File: src/rtl/dual_issue_buffer.sv
// Fetch-to-decode instruction queue: up to two pushes per cycle, exposes the two
// oldest entries as issue slots A/B, retires one or two per decode's pairing decision.
module dual_issue_buffer #(
   parameter int DEPTH = 8,
   parameter int AW    = $clog2(DEPTH)
) (
   input  logic          clk,
   input  logic          reset_n,
   input  logic          flush,
   input  logic          in_valid_a,
   input  logic [31:0]   in_instr_a,
   input  logic [31:0]   in_pcplus4_a,
   input  logic          in_valid_b,
   input  logic [31:0]   in_instr_b,
   input  logic [31:0]   in_pcplus4_b,
   output logic          in_ready,
   output logic          out_valid_a,
   output logic [31:0]   out_instr_a,
   output logic [31:0]   out_pcplus4_a,
   output logic          out_valid_b,
   output logic [31:0]   out_instr_b,
   output logic [31:0]   out_pcplus4_b,
   input  logic          pop_a,
   input  logic          pop_b,
   output logic [AW:0]   count
);

   typedef struct packed {
      logic [31:0] instr;
      logic [31:0] pcplus4;
   } entry_t;

   localparam logic [AW:0] DEPTH_N = (AW+1)'(DEPTH);
   localparam logic [AW:0] TWO     = (AW+1)'(2);

   entry_t        mem [DEPTH];
   logic [AW-1:0] rd_ptr, wr_ptr, rd_ptr_b, wr_ptr_b;
   logic          push_a, push_b, pop_one, pop_two;
   logic [1:0]    n_push, n_pop;
   entry_t        slot_a, slot_b;

   // Readiness looks only at registered occupancy, so fetch never sees a pop-dependent path.
   assign in_ready    = (DEPTH_N - count) >= TWO;
   assign out_valid_a = (count != '0);
   assign out_valid_b = (count >= TWO);

   assign rd_ptr_b = rd_ptr + 1'b1;
   assign wr_ptr_b = wr_ptr + 1'b1;

   assign slot_a = out_valid_a ? mem[rd_ptr]   : '0;
   assign slot_b = out_valid_b ? mem[rd_ptr_b] : '0;

   assign out_instr_a   = slot_a.instr;
   assign out_pcplus4_a = slot_a.pcplus4;
   assign out_instr_b   = slot_b.instr;
   assign out_pcplus4_b = slot_b.pcplus4;

   assign push_a  = in_ready && in_valid_a;
   assign push_b  = push_a && in_valid_b;
   assign pop_one = pop_a && out_valid_a;
   assign pop_two = pop_one && pop_b && out_valid_b;

   assign n_push = {push_b, push_a && !push_b};
   assign n_pop  = {pop_two, pop_one && !pop_two};

   always_ff @(posedge clk) begin
      if (!reset_n) begin
         rd_ptr <= '0;
         wr_ptr <= '0;
         count  <= '0;
      end else if (flush) begin
         rd_ptr <= '0;
         wr_ptr <= '0;
         count  <= '0;
      end else begin
         rd_ptr <= rd_ptr + AW'(n_pop);
         wr_ptr <= wr_ptr + AW'(n_push);
         count  <= count + (AW+1)'(n_push) - (AW+1)'(n_pop);
      end
   end

   // Payload storage is never cleared; validity comes from count alone.
   always_ff @(posedge clk) begin
      if (reset_n && !flush) begin
         if (push_a) mem[wr_ptr]   <= '{instr: in_instr_a, pcplus4: in_pcplus4_a};
         if (push_b) mem[wr_ptr_b] <= '{instr: in_instr_b, pcplus4: in_pcplus4_b};
      end
   end

endmodule
File: config.mk
export PLATFORM = sky130hd
export DESIGN_NAME = dual_issue_buffer
export DESIGN_NICKNAME = d
export VERILOG_FILES = /design/src/rtl/dual_issue_buffer.sv
export SDC_FILE = /design/constraint.sdc
export NUM_CORES = 1
export LEC_CHECK = 0
export CORE_ASPECT_RATIO = 1.1
export CORE_UTILIZATION = 63
export CTS_CLUSTER_DIAMETER = 150
export DETAILED_ROUTE_END_ITERATION = 10
export PLACE_DENSITY = 0.86
export SLEW_MARGIN = 20
export SYNTH_ARGS = -nofsm -noshare
export SYNTH_HDL_FRONTEND = slang
export SYNTH_SLANG_ARGS = --single-unit
File: constraint.sdc
create_clock -name clk -period 13.95 [get_ports clk]
set_clock_uncertainty 0.1 [all_clocks]
set_input_delay 1.395 -clock clk [delete_from_list [all_inputs] [get_ports clk]]
set_output_delay 1.395 -clock clk [all_outputs]
set_load 0.005 [all_outputs]
==> impl_metrics.tcl <==
set metrics [dict create \
    syn_nets 2009 \
    portBuffers 269 \
    hpwl_um 46260 \
    crit_chain "buf_4 > buf_4 > mux4_2 > nand2_1 > a21oi_1 > clkdlybuf4s50_1" \
    wl_um 83260 \
    yosysMostFrequentCell "edfxtp_1" \
    synth_area_leaders "edfxtp_1 (51%), mux4_2 (19%), mux2_2 (16%), mux2_1 (3.5%), mux2i_1 (2.1%)" \
    crit_type "register to output pin" \
    synth_commonest_cells "edfxtp_1 (512), mux2_2 (418), mux4_2 (256)" \
    crit_top_cell "buf_4" \
    clkSlewWorstSetupHoldPaths_ps 60 \
    arrival_ps 4430 \
    insertion_delay_ps 610 \
    outcome "complete, no violations" \
    placeableCoreArea_mm2 0.04704 \
    synth.distinct_cells 36 \
    grt.busiest_layer "met2" \
    rsz0062_at_grt "no" \
    synth_edf_count 512 \
    yosys_most_used_dff "edfxtp_1" \
    grt_pass1_wl_um 123600 \
    rows 83 \
    tightest_slew_ps 1202 \
    cts_buffers 54 \
    die_y_um 231.8 \
    endpoint_kind "output pin" \
    area_growth_pct 16.88 \
    avgSynthCellArea_um2 16.28 \
    critPathRequiredTime_ps 12450 \
    wl_per_cell_um 30.07 \
    drive_gt1_frac 0.3838 \
    synthArstFlopShare 0 \
    synthCells 1858 \
    yosys.area.top_type "edfxtp_1" \
    path_max_fanout 64 \
    drtPass1Iterations 5 \
    cts_resized 0 \
    die_area_mm2 0.04890 \
    start_util 0.6430 \
    vias_per_cell 6.974 \
    num_vias 19310 \
    drt_iter0_drc 1866 \
    grt_usage 0.3454 \
    grt_pass1_vias 20208 \
    fmax_mhz 168.8 \
    use_met2 0.5882 \
    antenna_found_initial 12 \
    gr-total-overflow 0 \
    yosysWarnings 0 \
    drt_drc_violations_left 0 \
    syn_area_mm2 0.03025 \
    ys_seq_elements 522 \
    die_w_um 210.9 \
    final_nets 2231 \
    gp_congestion 0.8360 \
    leakage_nw 11.14 \
    clkSinkCount 522 \
    yosysSeqAreaShare 0.5149 \
    grt_max_degree 74 \
    hp-class "register to register" \
    clock_path_buffers 3 \
    min_period_over_period 0.4247 \
    cp_slowest_cell "buf_4" \
    min_period_ps 5925 \
    hold_viol_final 0 \
    cts_tree "done" \
    ioPinCount 270 \
    cts-htree-levels 2 \
    setup_viol 0 \
    slowest_delay_ps 870 \
    post_cts_buffers 0 \
    postCtsHoldBufs 0 \
    holdWs_ps 552.3 \
    grt_use_met3 0.06072 \
    netlist.area_leader.share 0.5083 \
    tns_ps 0 \
    met1_usage 0.4424 \
    root_buffer "clkbuf_16" \
    max_cap_violations 0 \
    cp-start-kind "register" \
    max-slew-margin-rel 0.1989 \
    ir_worst_vdd_mv 0.2596 \
    p_per_area_mw_per_mm2 139.7 \
    final_max_slew_viol_count 0 \
    final_antenna_net_count 0 \
]
[routing by layer]
metal	share of wire	vias to the layer above
li1	-	8008
met1	0.36	10010
met3	0.095	187
met4	0.031	12
met2	0.51	1093
met5	0.0010	-
[critical path: cells and delay by family (launching register included)]
kind,cells,cell delay (ps)
and+or+nand+nor,1,60
AOI/OAI and AO/OA,1,390
muxes,1,370
buffers and inverters,3,2290
DFF,1,640
[layout by cell type, fill, tap and decap left out, types with 4 or more instances in the layout]
| cell type | instances |
|---|---|
| nor2_4 | 8 |
| clkinv_2 | 11 |
| and2_1 | 4 |
| o211ai_4 | 6 |
| dfxtp_1 | 7 |
| nand2_1 | 131 |
| mux2i_1 | 64 |
| clkbuf_1 | 12 |
| diode_2 | 6 |
| edfxtp_1 | 512 |
| inv_1 | 16 |
| clkbuf_16 | 57 |
| bufinv_16 | 4 |
| buf_4 | 36 |
| nor2_1 | 76 |
| ha_1 | 11 |
| mux2_1 | 94 |
| clkdlybuf4s50_1 | 269 |
| mux2_2 | 418 |
| fa_1 | 4 |
| clkinv_1 | 16 |
| mux4_2 | 256 |
| a32oi_1 | 6 |
| a21oi_1 | 67 |
[registers in the layout (all words and copies together), names as in the netlist]
signal,count
count,4
mem,512
rd_ptr,3
wr_ptr,3
[final timing paths]
check,start,endpoint,slack (ps),depth (start not counted)
worst max register to register,count[1]$_SDFF_PP0_,mem[6][23]$_DFFE_PP_,9740,7
worst max-delay path,rd_ptr[0]$_SDFF_PP0_,out_instr_b[19],8030,6
worst min register to register,wr_ptr[2]$_SDFF_PP0_,wr_ptr[2]$_SDFF_PP0_,550,2
worst min-delay path,wr_ptr[2]$_SDFF_PP0_,wr_ptr[2]$_SDFF_PP0_,550,2
[layout make-up]
type	instances	area [um2]
antenna	6	15.01
sequential	522	15590
fill	2779	11690
inverter	16	60.06
clock inverter	33	250.2
multi-input combinational	1177	14140
timing repair buffer	309	3040
clock buffer	69	1471
tap	637	797.0
[stage by stage]
step	instance area [um2]	power, mW	std cells	utilization	worst slack, ps
floorplan	30250	2.701	1858	-	8399
global placement	33550	3.492	2658	0.7132	8581
detailed placement	33550	3.521	2658	0.7132	8470
CTS	35270	4.935	2760	0.7498	7809
global route	35360	5.097	2769	0.7516	7785
finish	35360	4.938	2769	0.7516	8025
[power breakdown]
part	total, mW	switching (mW)	leakage, nW	internal (mW)
Clock	1.43	0.610	0.842	0.815
Combinational	1.69	0.847	5.60	0.841
Sequential	1.82	0.0393	4.70	1.78
Total	4.94	1.50	11.1	3.44
[logic make-up (layout without fill, tap and decap cells)]
kind of cell / count (synthesis) / after routing / synth area share
other cells: 0 / 6 / 0
compound gates: 87 / 87 / 0.01836
simple gates: 235 / 235 / 0.03119
flops: 522 / 522 / 0.5149
mux: 832 / 832 / 0.4024
xor+xnor: 7 / 7 / 0.002027
fa+ha+maj: 16 / 16 / 0.007611
buf+inv: 159 / 427 / 0.02358
No activity file was read; power rests on OpenSTA's default activity.
